`config.mk`:
```
export PLATFORM = sky130hd
export DESIGN_NAME = bsg_circular_rd_tracker
export DESIGN_NICKNAME = d
export VERILOG_FILES = /design/src/rtl/bsg_circular_pkg.sv /design/src/rtl/bsg_circular_ptr_async.sv /design/src/rtl/bsg_circular_rd_tracker.sv
export SDC_FILE = /design/constraint.sdc
export NUM_CORES = 1
export LEC_CHECK = 0
export CORE_MARGIN = 2
export CORE_UTILIZATION = 40
export CTS_CLUSTER_SIZE = 10
export DETAILED_ROUTE_END_ITERATION = 12
export GPL_TIMING_DRIVEN = 1
export PLACE_DENSITY = 0.7
export REMOVE_ABC_BUFFERS = 1
export SYNTH_ARGS = -nofsm -noshare
export SYNTH_HDL_FRONTEND = slang
export SYNTH_HIERARCHICAL = 1
export SYNTH_SLANG_ARGS = --single-unit
```
`constraint.sdc`:
```
create_clock -name clk -period 10.1 [get_ports clk]
set_input_delay 1.515 -clock clk [delete_from_list [all_inputs] [get_ports clk]]
set_output_delay 1.515 -clock clk [all_outputs]
set_load 0.01 [all_outputs]
```
`src/rtl/bsg_circular_pkg.sv`:
```
// Shared width helpers and status bundle for the circular-buffer trackers.
package bsg_circular_pkg;

    // Widest pointer / count carried in the shared status bundle.
    localparam int unsigned StatusPtrWidth = 16;
    localparam int unsigned StatusCntWidth = 17;

    // Pointer width; a single-slot buffer still gets a 1-bit pointer.
    function automatic int unsigned ptr_width(input int unsigned slots);
        return (slots > 1) ? $clog2(slots) : 1;
    endfunction

    // Count width: must hold the value slots itself.
    function automatic int unsigned cnt_width(input int unsigned slots);
        return $clog2(slots + 1);
    endfunction

    // Read/write-side tracker status, zero-extended into fixed-width fields.
    typedef struct packed {
        logic [StatusPtrWidth-1:0] rd_ptr;
        logic [StatusPtrWidth-1:0] wr_ptr;
        logic [StatusCntWidth-1:0] count;
    } circ_status_t;

endpackage

```
`src/rtl/bsg_circular_ptr_async.sv`:
```
// Modulo-slots_p pointer register with asynchronous active-low reset.
module bsg_circular_ptr_async
    import bsg_circular_pkg::*;
#(
    parameter int unsigned slots_p   = 8,
    parameter int unsigned max_inc_p = 1,
    localparam int unsigned ptr_width_lp = ptr_width(slots_p),
    localparam int unsigned inc_width_lp = $clog2(max_inc_p + 1)
) (
    input  logic                    clk,
    input  logic                    reset_n_i,
    input  logic [inc_width_lp-1:0] inc_i,
    output logic [ptr_width_lp-1:0] o
);

    localparam int unsigned sum_width_lp = ptr_width_lp + 1;
    localparam bit          is_pow2_lp   = ((slots_p & (slots_p - 1)) == 0);

    logic [ptr_width_lp-1:0] ptr_q, ptr_d;

    if (slots_p == 1) begin : g_single
        // Only one slot: the pointer can never move.
        always_comb begin
            ptr_d = '0;
        end
    end else if (is_pow2_lp) begin : g_pow2
        // Power-of-two depth: wrap falls out of truncation.
        always_comb begin
            ptr_d = ptr_q + ptr_width_lp'(inc_i);
        end
    end else begin : g_mod
        logic [sum_width_lp-1:0] sum;
        logic [sum_width_lp-1:0] diff;
        // Non-power-of-two: pick ptr+inc-slots whenever that is non-negative.
        always_comb begin
            sum   = sum_width_lp'(ptr_q) + sum_width_lp'(inc_i);
            diff  = sum - sum_width_lp'(slots_p);
            ptr_d = diff[ptr_width_lp] ? sum[ptr_width_lp-1:0] : diff[ptr_width_lp-1:0];
        end
    end

    // Pointer state register.
    always_ff @(posedge clk or negedge reset_n_i) begin
        if (!reset_n_i) begin
            ptr_q <= '0;
        end else begin
            ptr_q <= ptr_d;
        end
    end

    assign o = ptr_q;

endmodule

```
`src/rtl/bsg_circular_rd_tracker.sv`:
```
// Read-end occupancy/pointer tracker for a circular buffer of slots_p entries.
module bsg_circular_rd_tracker
    import bsg_circular_pkg::*;
#(
    parameter int unsigned slots_p   = 8,
    parameter int unsigned max_add_p = 1,
    parameter int unsigned max_pop_p = 1,
    localparam int unsigned ptr_width_lp = ptr_width(slots_p),
    localparam int unsigned cnt_width_lp = cnt_width(slots_p),
    localparam int unsigned add_width_lp = $clog2(max_add_p + 1),
    localparam int unsigned pop_width_lp = $clog2(max_pop_p + 1)
) (
    input  logic                    clk,
    input  logic                    reset_n_i,
    input  logic [add_width_lp-1:0] wr_add_i,
    input  logic [pop_width_lp-1:0] pop_req_i,
    output logic [pop_width_lp-1:0] pop_ack_o,
    output logic [ptr_width_lp-1:0] rd_ptr_o,
    output logic [ptr_width_lp-1:0] wr_ptr_o,
    output logic [cnt_width_lp-1:0] count_o,
    output logic                    empty_o,
    output logic                    full_o,
    output logic                    overflow_o
);

    localparam int unsigned sum_width_lp = cnt_width_lp + 1;
    localparam int unsigned cmp_width_lp =
        (pop_width_lp > cnt_width_lp) ? pop_width_lp : cnt_width_lp;

    if (slots_p < 1 || max_pop_p > slots_p || max_add_p > slots_p) begin : g_bad_params
        $error("bsg_circular_rd_tracker: need slots_p>=1 and max_add_p, max_pop_p <= slots_p");
    end

    logic [cnt_width_lp-1:0] count_q, count_d;
    logic                    overflow_q, overflow_d;
    logic [pop_width_lp-1:0] pop_ack;
    logic [add_width_lp-1:0] wr_inc;
    logic [sum_width_lp-1:0] sum;

    // Grant min(pop_req, count); same-cycle writes are not yet poppable.
    always_comb begin
        pop_ack = pop_req_i;
        if (cmp_width_lp'(pop_req_i) > cmp_width_lp'(count_q)) begin
            pop_ack = pop_width_lp'(count_q);
        end
    end

    // Next count, clamped at capacity; a clamped write only advances wr_ptr into free space.
    always_comb begin
        sum        = sum_width_lp'(count_q) + sum_width_lp'(wr_add_i) - sum_width_lp'(pop_ack);
        count_d    = cnt_width_lp'(sum);
        overflow_d = overflow_q;
        wr_inc     = wr_add_i;
        if (sum > sum_width_lp'(slots_p)) begin
            count_d    = cnt_width_lp'(slots_p);
            overflow_d = 1'b1;
            wr_inc     = add_width_lp'(sum_width_lp'(slots_p) - sum_width_lp'(count_q)
                                       + sum_width_lp'(pop_ack));
        end
    end

    // Count and sticky overflow registers.
    always_ff @(posedge clk or negedge reset_n_i) begin
        if (!reset_n_i) begin
            count_q    <= '0;
            overflow_q <= 1'b0;
        end else begin
            count_q    <= count_d;
            overflow_q <= overflow_d;
        end
    end

    bsg_circular_ptr_async #(
        .slots_p   (slots_p),
        .max_inc_p (max_pop_p)
    ) u_rd_ptr (
        .clk       (clk),
        .reset_n_i (reset_n_i),
        .inc_i     (pop_ack),
        .o         (rd_ptr_o)
    );

    bsg_circular_ptr_async #(
        .slots_p   (slots_p),
        .max_inc_p (max_add_p)
    ) u_wr_ptr (
        .clk       (clk),
        .reset_n_i (reset_n_i),
        .inc_i     (wr_inc),
        .o         (wr_ptr_o)
    );

    assign pop_ack_o  = pop_ack;
    assign count_o    = count_q;
    assign overflow_o = overflow_q;
    assign empty_o    = (count_q == '0);
    assign full_o     = (count_q == cnt_width_lp'(slots_p));

`ifndef SYNTHESIS
    logic [sum_width_lp-1:0] ptr_diff;

    // Pointer distance modulo slots_p, used only by the consistency check.
    always_comb begin
        if (wr_ptr_o >= rd_ptr_o) begin
            ptr_diff = sum_width_lp'(wr_ptr_o) - sum_width_lp'(rd_ptr_o);
        end else begin
            ptr_diff = sum_width_lp'(wr_ptr_o) + sum_width_lp'(slots_p) - sum_width_lp'(rd_ptr_o);
        end
    end

    a_ptr_count_consistent: assert property (@(posedge clk) disable iff (!reset_n_i)
        (count_q == cnt_width_lp'(slots_p)) ? (rd_ptr_o == wr_ptr_o)
                                            : (sum_width_lp'(count_q) == ptr_diff));
`endif

endmodule

```
**Word-level counts from Yosys, hierarchy flattened**

Cells that the tools add are included.
Widths: inputs -> output; s select.

- Bits in registers: 11
- Input port bits: 4
- Output and inout port bits: 14

- $add $sub $neg: 6
- $lt $le $gt $ge: 2
- Equality and inequality tests: 1
- Muxes and demuxes: 3
- Reduce and logical (&&, ||, !) cells: 1

Operators by type and width:

| cell | number |
|---|---|
| $add 3x1->3 | 2 |
| $add 4x1->5 | 1 |
| $gt 5x4->1 const B | 1 |
| $sub 5x1->5 | 1 |
| $eq 4x4->1 const B | 1 |
| $gt 1x4->1 | 1 |
| $logic_not 4->1 | 1 |
| $mux 4 | 1 |
| $mux 1 | 2 |
| $add 1x1->1 | 1 |
| $sub 1x1->1 const A | 1 |

**Logic depth before layout (Yosys ltp)**

Gate-level depths: netlist of run 1.

- Depth after elaboration: 6
- Gate-level depth with buffers: 18
- Gate-level depth less buffers: 18

**By module**

Netlist of run 1, hierarchy kept.

By module, submodules not included:

| module | times used | cells an instance | area an instance (µm²) |
|---|---|---|---|
| bsg_circular_rd_tracker | 1 | 48 | 450.4 |
| bsg_circular_ptr_async | 2 | 6 | 108.9 |

**Worst setup path after synthesis of run 1**

Ideal clock, no wire load.

- Path type: input port to flip-flop
- Start: input pop_req_i
- End: register u_wr_ptr.ptr_q[2], in the netlist u_wr_ptr/o[2]
- Setup time: 128 ps
- Arrival time: 4765 ps
- Setup slack: 5207 ps
- Stages on the path: 17
- Cells stage by stage: inv_1 ha_1 nor4b_1 nand2_1 o21ai_0 ha_1 inv_1 ha_1 inv_1 fa_1 nor2b_1 a221o_1 o21ai_2 mux2_1 ha_1 ha_1 xor2_1

- Cells in the longest elaborated chain, start to end: 6
- Elaborated cells on any way between the ends: 7
- Classes of those cells: add/sub (3); order compare (2); mux (2)

RTL lines:

| what | RTL line | RTL |
|---|---|---|
| from (decl) | bsg_circular_rd_tracker.sv:16 | `input logic [pop_width_lp-1:0] pop_req_i,` |
| $gt 1x4->1 | bsg_circular_rd_tracker.sv:43 | `if (cmp_width_lp'(pop_req_i) > cmp_width_lp'(count_q)) begin` |
| $mux 1 (*) | bsg_circular_rd_tracker.sv:43 |  |
| named net pop_ack_o | bsg_circular_rd_tracker.sv:17 | `output logic [pop_width_lp-1:0] pop_ack_o,` |
| $sub 5x1->5 | bsg_circular_rd_tracker.sv:50 | `sum = sum_width_lp'(count_q) + sum_width_lp'(wr_add_i) - sum_width_lp'(pop_ack);` |
| $gt 5x4->1 | bsg_circular_rd_tracker.sv:54 | `if (sum > sum_width_lp'(slots_p)) begin` |
| $mux 1 (*) | bsg_circular_rd_tracker.sv:54 |  |
| named net wr_inc | bsg_circular_rd_tracker.sv:37 | `logic [add_width_lp-1:0] wr_inc;` |
| $add 3x1->3 (*) | bsg_circular_ptr_async.sv:29 | `ptr_d = ptr_q + ptr_width_lp'(inc_i);` |
| named net u_wr_ptr.ptr_d[2] | bsg_circular_ptr_async.sv:19 | `logic [ptr_width_lp-1:0] ptr_q, ptr_d;` |
| to (signal assigned) | bsg_circular_ptr_async.sv:47 | `ptr_q <= ptr_d;` |
| to (decl) | bsg_circular_ptr_async.sv:19 |  |

The timed path passes the listed nets; every way through them passes the cells marked *.
A chain may end at the register's enable or synchronous reset.

**Worst setup path after layout of run 1**

- Start: input pop_req_i
- End: register u_wr_ptr.ptr_q[2], in the netlist u_wr_ptr/o[2]

- Cells in the longest elaborated chain, start to end: 6
- Elaborated cells on any way between the ends: 7
- Classes of those cells: add/sub (3); order compare (2); mux (2)

RTL lines:

| what | RTL line |
|---|---|
| $gt 1x4->1 | bsg_circular_rd_tracker.sv:43 |
| $mux 1 (*) | bsg_circular_rd_tracker.sv:43 |
| $sub 5x1->5 | bsg_circular_rd_tracker.sv:50 |
| $gt 5x4->1 | bsg_circular_rd_tracker.sv:54 |
| $mux 1 (*) | bsg_circular_rd_tracker.sv:54 |
| named net wr_inc | bsg_circular_rd_tracker.sv:37 |
| $add 3x1->3 (*) | bsg_circular_ptr_async.sv:29 |
| named net u_wr_ptr.ptr_d[2] | bsg_circular_ptr_async.sv:19 |

Marks and branches as above.

==> results of run 1 <==
[placed cells by master, fill, tap and decap left out, types with 3 or more instances in the layout]
master and n:
and3_1 3, clkbuf_4 3, clkdlybuf4s50_1 17, dfrtp_1 11
ha_1 12, inv_1 8, nand2_1 3, nor2_1 4
nor2b_1 3, xor2_1 3
[power breakdown]
part	switching (mW)	total, mW	internal (mW)
Combinational	0.0866	0.183	0.0967
Sequential	0.0120	0.0760	0.0640
Clock	0.0155	0.0308	0.0153
[metrics by stage]
step / total power [mW] / cells / area [sq um] / hold slack [ns] / utilization [%]
floorplan: 0.1926 / 60 / 668.1 / 0.5017 / -
detailed placement: 0.2634 / 93 / 858.3 / 0.4574 / 55.68
global placement: 0.2583 / 93 / 858.3 / 0.4526 / 55.68
finish: 0.2900 / 97 / 884.6 / 0.4694 / 57.39
CTS: 0.2954 / 97 / 884.6 / 0.4708 / 57.39
global route: 0.3200 / 97 / 884.6 / 0.4830 / 57.39
[cell families after synthesis]
| kind of cell | count (synthesis) |
|---|---|
| adder cells (fa/ha/maj) | 13 |
| AO/OA/AOI/OAI | 6 |
| buffers and inverters | 8 |
| flip-flops | 11 |
| XOR/XNOR | 5 |
| multiplexers | 1 |
| AND/OR/NAND/NOR | 16 |
[worst paths after layout]
path | endpoint | slack, ns | cells past startpoint
max | u_wr_ptr/o[2]$_DFF_PN0_ | 4.88 | 18
min | u_rd_ptr/o[2]$_DFF_PN0_ | 0.47 | 1
max reg2reg | u_wr_ptr/o[2]$_DFF_PN0_ | 6.19 | 17
min reg2reg | u_rd_ptr/o[2]$_DFF_PN0_ | 0.47 | 1
max in group asynchronous | count_o[1]$_DFF_PN0_ | 8.17 | 1
min in group asynchronous | count_o[0]$_DFF_PN0_ | 1.58 | 1
[critical path, stage by stage]
cell and delay, ns:
clkdlybuf4s50_1 0.45, inv_1 0.05, ha_1 0.28, nor4b_1 0.31
nand2_1 0.08, o21ai_0 0.16, ha_1 0.30, inv_1 0.08
ha_1 0.16, inv_1 0.05, fa_1 0.40, xor2_1 0.18
a221o_1 0.34, o21ai_2 0.15, mux2_1 0.34, ha_1 0.18
ha_1 0.18, xor2_1 0.16
[registers in the layout (all words and copies together) (netlist names)]
register and cells:
count_o 4, overflow_o 1, u_rd_ptr/o 3, u_wr_ptr/o 3
[routing by layer]
metal | up-vias | wire length, microns
met1 | 221 | 564
met5 | - | 0
met3 | 5 | 57
li1 | 239 | -
met2 | 14 | 513
met4 | 0 | 33
[final cells by class]
| cell class | count | area, sq um | area share [%] |
|---|---|---|---|
| multi-input combinational | 41 | 362.8 | 41.02 |
| sequential | 11 | 275.3 | 31.12 |
| timing repair buffer | 17 | 170.2 | 19.24 |
| inverter | 8 | 30.03 | 3.395 |
| clock buffer | 4 | 26.28 | 2.970 |
| tap | 16 | 20.02 | 2.263 |
==> flow_metrics.env, run 1 <==
export IMPL_period_minus_slack_ns=5.220
export IMPL_first_pass_iters=4
export IMPL_path_clk_slew_ns=0.07
export IMPL_synth_area_leaders="dfrtp_1 41%, ha_1 22%, inv_1 4.5%, xor2_1 3.9%, fa_1 3.0%"
export IMPL_cts_buffers=3
export IMPL_crit_type="in2reg"
export IMPL_worstReg2RegStart="count_o[3]$_DFF_PN0_"
export IMPL_critical_path_arrival_ns=5.38
export IMPL_leakagePower_nw=0.4255
export IMPL_post_route_period_util_pct=51.68
export IMPL_finClkSkew_ns=0.005076
export IMPL_synthFlopType="dfrtp_1"
export IMPL_num_antenna_cells=0
export IMPL_root_buffer="clkbuf_4"
export IMPL_grt_busiest_layer="met2"
export IMPL_drv_slew=0
export IMPL_synth_most_common_cell="ha_1"
export IMPL_synth_fa_ha_area_share_pct=25.47
export IMPL_grt_antenna_before_repair=0
export IMPL_cts_buffer_depth=2
export IMPL_critPathLaunch="pop_req_i"
export IMPL_vias=479
export IMPL_ioPinCount=18
export IMPL_vias_per_cell=4.938
export IMPL_synth_compound_area_share_pct=6.742
export IMPL_status="complete, no violations"
export IMPL_dieHeight_microns=44.87
export IMPL_setup_worst_path_end_class="register"
export IMPL_use_met2_pct=20.00
export IMPL_slew_headroom_pct=65.43
export IMPL_drc_errors=0
export IMPL_p_per_area_nw_per_um2=327.8
export IMPL_layout_drive_gt1_share_pct=7.407
export IMPL_synth_edf_count=0
export IMPL_grt_pass1_wl_mm=1.897
export IMPL_postSynth_asyncResetShare_pct=100.0
export IMPL_start_util_pct=43.34
export IMPL_rsz0062_at_grt="no"
export IMPL_ir_drop_uv=161.3
export IMPL_synth_xor_area_share_pct=7.678
export IMPL_setup_viol=0
export IMPL_critPathMaxFanout=3
export IMPL_post_cts_setup_buffers=0
export IMPL_h_tree_depth=1
export IMPL_dieWidth_microns=44.87
export IMPL_fillCellCount=149
export IMPL_grt_max_degree=12
export IMPL_place_ws_ns=4.567
export IMPL_met1_usage_pct=19.59
export IMPL_ys_seq_area_share_pct=41.20
export IMPL_synth_seq_cells=11
export IMPL_hpwl_microns=951.2
export IMPL_max_freq_mhz=191.6
export IMPL_worstHoldStart="u_rd_ptr/o[2]$_DFF_PN0_"
export IMPL_drt_iter0_drc=12
export IMPL_dieArea_sq_um=2013
export IMPL_cts_resized=0
export IMPL_synth_top_cell_area_share_pct=41.20
export IMPL_muxShareOfSynthArea_pct=1.685
export IMPL_hold_buffers=0
export IMPL_holdCritPathClass="reg2reg"
export IMPL_synth_top_family_by_area="adder cells"
export IMPL_synthSimpleGateAreaFrac_pct=12.73
export IMPL_fp_row_count=14
export IMPL_ys_warn_count=6
export IMPL_yosys_cell_types_count=21
export IMPL_use_met3_pct=2.400
export IMPL_worst_pin_slew_ns=0.5170
export IMPL_fin_nets=99
export IMPL_finalSetupTns_ns=0
export IMPL_worst_slack_ns=4.880
export IMPL_yosysTopAreaCell="dfrtp_1"
export IMPL_grt_overflow=0
export IMPL_routed_wl_mm=1.168
export IMPL_first_global_vias=430
export IMPL_cap_violations=0
export IMPL_synth_common_cells="12 x ha_1, 11 x dfrtp_1, 8 x inv_1"
export IMPL_syn_avg_cell_area_sq_um=11.14
export IMPL_clkLatencyLatePin_ns=0.27
export IMPL_gp_congestion=0.7715
export IMPL_syn_area_sq_um=668.1
export IMPL_start_kind="input port"
export IMPL_core_sq_um=1541
export IMPL_wl_per_cell_microns=12.04
export IMPL_cts_tree="yes"
export IMPL_io_buffers=17
export IMPL_final_hold_violation_count=0
export IMPL_syn_inst=60
export IMPL_required_ns=10.26
export IMPL_clock_sinks=11
export IMPL_ant_nets=0
export IMPL_syn_to_final_growth_pct=32.40
export IMPL_grt_usage_pct=13.75
No activity file was read; power rests on OpenSTA's default activity.
==> inputs of run 2 (changes only) <==
Settings changed: PLACE_DENSITY 0.7 to 0.73.
Clock period 10.1 ns to 4.36 ns, I/O delays scaled along.
==> run 2 against run 1 <==
Against the previous run:
- combinational power increased to 2.7 times the previous value
- non-clock buffer count increased by 4
- flip-flop and latch count unchanged
- power increased to 2.5 times the previous value
- hold slack got worse by 0.0052 ns
- largest cell class unchanged
- highest routed layer is now met3
==> flow_metrics.env, run 2 (same netlist as run 1, synthesis figures left out) <==
export IMPL_comb_power_share_pct=66.2
export IMPL_layout_drive_gt1_share_pct=17.65
export IMPL_status="complete, no violations"
export IMPL_path_clk_slew_ns=0.07
export IMPL_fillCellCount=137
export IMPL_fin_nets=103
export IMPL_p_sw_mw=0.2881
export IMPL_ir_drop_uv=382.3
export IMPL_path_buf_inv=4
export IMPL_grt_usage_pct=15.15
export IMPL_first_global_vias=479
export IMPL_hpwl_microns=959.9
export IMPL_p_seq_share_pct=24.1
export IMPL_finClkSkew_ns=0.005669
export IMPL_clock_sinks=11
export IMPL_dieHeight_microns=44.87
export IMPL_cap_violations=0
export IMPL_h_tree_depth=1
export IMPL_num_antenna_cells=0
export IMPL_crit_path_frequent_cell="ha_1"
export IMPL_ant_nets=0
export IMPL_drt_iter0_drc=4
export IMPL_holdCritPathClass="reg2reg"
export IMPL_rsz0062_at_grt="no"
export IMPL_pwr_share_clk_pct=9.6
export IMPL_drv_slew=0
export IMPL_cts_buffer_depth=2
export IMPL_cts_buffers=3
export IMPL_start_kind="input port"
export IMPL_cellInternalPower_mw=0.4481
export IMPL_dieArea_sq_um=2013
export IMPL_largest_reg_flops=4
export IMPL_io_buffers=17
export IMPL_final_cell_mix="17 x clkdlybuf4s50_1, 11 x ha_1, 11 x dfrtp_1"
export IMPL_syn_to_final_growth_pct=42.51
export IMPL_routed_wl_mm=1.293
export IMPL_p_sw_share_pct=39.13
export IMPL_setup_viol=0
export IMPL_use_met2_pct=24.06
export IMPL_crit_type="in2reg"
export IMPL_mostFrequentLayoutCell="clkdlybuf4s50_1"
export IMPL_placed_area_sq_um=880.8
export IMPL_clkLatencyLatePin_ns=0.27
export IMPL_period_minus_slack_ns=4.201
export IMPL_finalSetupTns_ns=0
export IMPL_vias_per_cell=4.782
export IMPL_cp_slowest_stage_delay_ns=0.45
export IMPL_ioPinCount=18
export IMPL_slowest_stage="clkdlybuf4s50_1"
export IMPL_root_buffer="clkbuf_4"
export IMPL_grt_pass1_wl_mm=2.111
export IMPL_fin_area_sq_um=952.2
export IMPL_grt_max_degree=12
export IMPL_dieWidth_microns=44.87
export IMPL_final_hold_violation_count=0
export IMPL_worst_pin_slew_ns=0.5140
export IMPL_grt_overflow=0
export IMPL_slew_headroom_pct=65.62
export IMPL_start_util_pct=43.34
export IMPL_critPathMaxFanout=2
export IMPL_leakagePower_nw=0.4489
export IMPL_vias=483
export IMPL_worst_slack_ns=0.1595
export IMPL_cts_tree="yes"
export IMPL_max_freq_mhz=238.1
export IMPL_gp_congestion=0.7728
export IMPL_critical_path_arrival_ns=4.36
export IMPL_place_ws_ns=-0.2302
export IMPL_grt_antenna_before_repair=0
export IMPL_p_per_area_nw_per_um2=773.2
export IMPL_p_total_mw=0.7362
export IMPL_wl_per_cell_microns=12.80
export IMPL_fp_row_count=14
export IMPL_core_sq_um=1541
export IMPL_path_delay_family="adder cells"
export IMPL_worstPathCellList="clkdlybuf4s50_1 -> inv_1 -> ha_4 -> nor4b_4 -> nand2_1 -> o21ai_2 -> ha_1 -> inv_1 -> ha_1 -> inv_1 -> fa_2 -> nor2b_1 -> a221o_1 -> o21ai_2 -> mux2_1 -> ha_1 -> ha_1 -> xor2_1"
export IMPL_post_route_period_util_pct=96.34
export IMPL_grt_busiest_layer="met2"
export IMPL_drc_errors=0
export IMPL_use_met3_pct=6.000
export IMPL_met1_usage_pct=18.73
export IMPL_setup_worst_path_end_class="register"
export IMPL_first_pass_iters=2
export IMPL_required_ns=4.52
## run 2: timing repair
item | CTS | global route
setup buffers | 0 | 1
endpoints found under the setup margin | 0 | 2
hold buffers | 0 | 0
gates resized for setup | 0 | 7
## run 2: worst paths after layout
path	from	end	slack (ns)	cells past startpoint
worst min register to register	u_rd_ptr/o[2]$_DFF_PN0_	u_rd_ptr/o[2]$_DFF_PN0_	0.46	1
worst max register to register	count_o[3]$_DFF_PN0_	u_wr_ptr/o[2]$_DFF_PN0_	0.62	17
max in group asynchronous	reset_n_i	u_wr_ptr/o[1]$_DFF_PN0_	3.29	1
worst max-delay path	pop_req_i	u_wr_ptr/o[2]$_DFF_PN0_	0.16	18
min in group asynchronous	reset_n_i	u_rd_ptr/o[2]$_DFF_PN0_	0.72	1
worst min-delay path	u_rd_ptr/o[2]$_DFF_PN0_	u_rd_ptr/o[2]$_DFF_PN0_	0.46	1
## run 2: layout make-up
| type | instances | area, sq um | area share [%] |
|---|---|---|---|
| inverter | 8 | 30.03 | 3.154 |
| multi-input combinational | 41 | 400.4 | 42.05 |
| timing repair buffer | 21 | 200.2 | 21.02 |
| tap | 16 | 20.02 | 2.102 |
| clock buffer | 4 | 26.28 | 2.760 |
| sequential | 11 | 275.3 | 28.91 |
## run 2: routing by layer
metal,part of all wire (%),up-vias
met3,3.7,0
met2,53,11
met1,44,221
li1,-,251
met5,0,-
met4,0,0
## run 2: metrics by stage
stage | instances | hold WS, ns | utilization, %
finish | 101 | 0.4642 | 61.77
global route | 101 | 0.4804 | 61.77
CTS | 100 | 0.4680 | 58.85
detailed placement | 96 | 0.4543 | 57.14
global placement | 96 | 0.4486 | 57.14
floorplan | 60 | 0.3584 | -
## run 2: power groups by stage
stage,clock (mW),combinational (mW),sequential [mW]
after floorplan,0,0.250,0.196
after detailed placement,0,0.449,0.179
after global placement,0,0.439,0.177
after CTS,0.0741,0.459,0.177
after global routing,0.0794,0.529,0.182
final,0.0710,0.488,0.178
==> inputs of run 3 (changes only) <==
Settings changed: CORE_UTILIZATION 40 to 41, CTS_CLUSTER_SIZE 10 to 14, PLACE_DENSITY 0.73 to 0.74.
==> run 3 against run 2 <==
Against the previous run:
- final area grew 1.1%
- combinational power grew 4.3%
- wire length grew 8.6%
- sequential share of layout area shrank 0.30 points
- utilization grew 1.4 points
- hold slack gained 0.0081 ns
- clock-buffer cell count is the same
==> flow_metrics.env, run 3 (same netlist as run 1, synthesis figures left out) <==
export IMPL_p_seq_share_pct=23.6
export IMPL_cp_slowest_stage_delay_ns=0.46
export IMPL_gp_congestion=0.8190
export IMPL_largest_reg_flops=4
export IMPL_first_global_vias=541
export IMPL_slew_headroom_pct=65.09
export IMPL_critPathMaxFanout=2
export IMPL_use_met2_pct=27.94
export IMPL_post_cts_setup_buffers=0
export IMPL_grt_usage_pct=17.41
export IMPL_dieArea_sq_um=1969
export IMPL_status="complete, no violations"
export IMPL_drv_slew=0
export IMPL_path_buf_inv=4
export IMPL_grt_pass1_wl_mm=2.366
export IMPL_worstPathCellList="clkdlybuf4s50_1 -> inv_1 -> ha_4 -> nor4b_4 -> nand2_1 -> o21ai_2 -> ha_1 -> inv_1 -> ha_2 -> inv_1 -> fa_2 -> nor2b_1 -> a221o_1 -> o21ai_2 -> mux2_4 -> ha_1 -> ha_1 -> xor2_1"
export IMPL_period_minus_slack_ns=4.218
export IMPL_cts_tree="yes"
export IMPL_ff2ff_path_depth=17
export IMPL_start_kind="input port"
export IMPL_path_delay_family="adder cells"
export IMPL_cap_violations=0
export IMPL_leakagePower_nw=0.4568
export IMPL_clock_sinks=11
export IMPL_vias=523
export IMPL_grt_max_degree=12
export IMPL_fin_nets=104
export IMPL_cts_buffers=3
export IMPL_mostFrequentLayoutCell="clkdlybuf4s50_1"
export IMPL_ioPinCount=18
export IMPL_p_total_mw=0.7618
export IMPL_dieHeight_microns=44.37
export IMPL_finClkSkew_ns=0.006732
export IMPL_holdPathStages=1
export IMPL_num_antenna_cells=0
export IMPL_comb_power_share_pct=66.8
export IMPL_worst_pin_slew_ns=0.5220
export IMPL_vias_per_cell=5.127
export IMPL_first_pass_iters=4
export IMPL_io_buffers=17
export IMPL_met1_usage_pct=20.41
export IMPL_grt_overflow=0
export IMPL_cellInternalPower_mw=0.4641
export IMPL_setup_worst_path_end_class="register"
export IMPL_slowest_stage="clkdlybuf4s50_1"
export IMPL_grt_busiest_layer="met2"
export IMPL_p_sw_mw=0.2977
export IMPL_max_freq_mhz=237.1
export IMPL_cts_resized=0
export IMPL_required_ns=4.52
export IMPL_finish_utilization_pct=63.14
export IMPL_final_cell_mix="17 x clkdlybuf4s50_1, 11 x dfrtp_1, 10 x ha_1"
export IMPL_hold_buffers=0
export IMPL_holdCritPathClass="reg2reg"
export IMPL_fin_cells=102
export IMPL_root_buffer="clkbuf_4"
export IMPL_grt_antenna_before_repair=0
export IMPL_final_hold_violation_count=0
export IMPL_h_tree_depth=1
export IMPL_pwr_share_clk_pct=9.6
export IMPL_start_util_pct=43.84
export IMPL_ir_drop_uv=404.6
export IMPL_whs_ns=0.4723
export IMPL_finalSetupTns_ns=0
export IMPL_post_route_period_util_pct=96.75
export IMPL_setup_viol=0
export IMPL_p_per_area_nw_per_um2=791.8
export IMPL_ant_nets=0
export IMPL_dieWidth_microns=44.37
export IMPL_path_clk_slew_ns=0.07
export IMPL_hpwl_mm=1.044
export IMPL_drc_errors=0
export IMPL_path_depth=18
export IMPL_wl_per_cell_microns=13.76
export IMPL_dp_cells=98
export IMPL_routed_wl_mm=1.404
export IMPL_syn_to_final_growth_pct=44.01
export IMPL_drt_iter0_drc=14
export IMPL_crit_type="in2reg"
export IMPL_p_sw_share_pct=39.08
export IMPL_cts_buffer_depth=2
export IMPL_clkLatencyLatePin_ns=0.28
export IMPL_fp_row_count=14
export IMPL_layout_drive_gt1_share_pct=19.77
export IMPL_core_sq_um=1524
export IMPL_critical_path_arrival_ns=4.38
export IMPL_use_met3_pct=4.898
==> run 3: metal layers <==
layer | share of wire [%] | vias up
li1 | - | 251
met1 | 42 | 247
met2 | 50 | 19
met3 | 4.0 | 6
met4 | 3.8 | 0
met5 | 0 | -
==> run 3: area by class of cell <==
type / count / area, sq um
timing repair buffer: 22 / 207.7
tap: 16 / 20.02
multi-input combinational: 41 / 402.9
sequential: 11 / 275.3
inverter: 8 / 30.03
clock buffer: 4 / 26.28
fill: 137 / 561.8
==> run 3: power by group through the flow <==
stage / registers (mW) / clock network [mW] / logic, mW
2_1_floorplan: 0.196 / 0 / 0.250
3_3_place_gp: 0.177 / 0 / 0.460
3_5_place_dp: 0.181 / 0 / 0.474
4_1_cts: 0.178 / 0.0749 / 0.478
5_1_grt: 0.185 / 0.0834 / 0.568
6_report: 0.180 / 0.0732 / 0.509
==> run 3: final timing paths <==
check | slack, ns | end | start
max | 0.14 | u_wr_ptr/o[2]$_DFF_PN0_ | pop_req_i
min | 0.47 | u_rd_ptr/o[2]$_DFF_PN0_ | u_rd_ptr/o[2]$_DFF_PN0_
max reg2reg | 0.62 | u_wr_ptr/o[2]$_DFF_PN0_ | count_o[3]$_DFF_PN0_
min reg2reg | 0.47 | u_rd_ptr/o[2]$_DFF_PN0_ | u_rd_ptr/o[2]$_DFF_PN0_
max in group asynchronous | 3.30 | u_rd_ptr/o[2]$_DFF_PN0_ | reset_n_i
min in group asynchronous | 0.71 | overflow_o$_DFFE_PN0N_ | reset_n_i
==> run 3: stage by stage <==
stage / setup slack (ns) / area (sq um)
3_5_place_dp: -0.2521 / 895.9
5_1_grt: -0.02464 / 962.2
2_1_floorplan: 0.3283 / 668.1
6_report: 0.1418 / 962.2
4_1_cts: 0.02440 / 922.1
3_3_place_gp: -0.1587 / 895.9
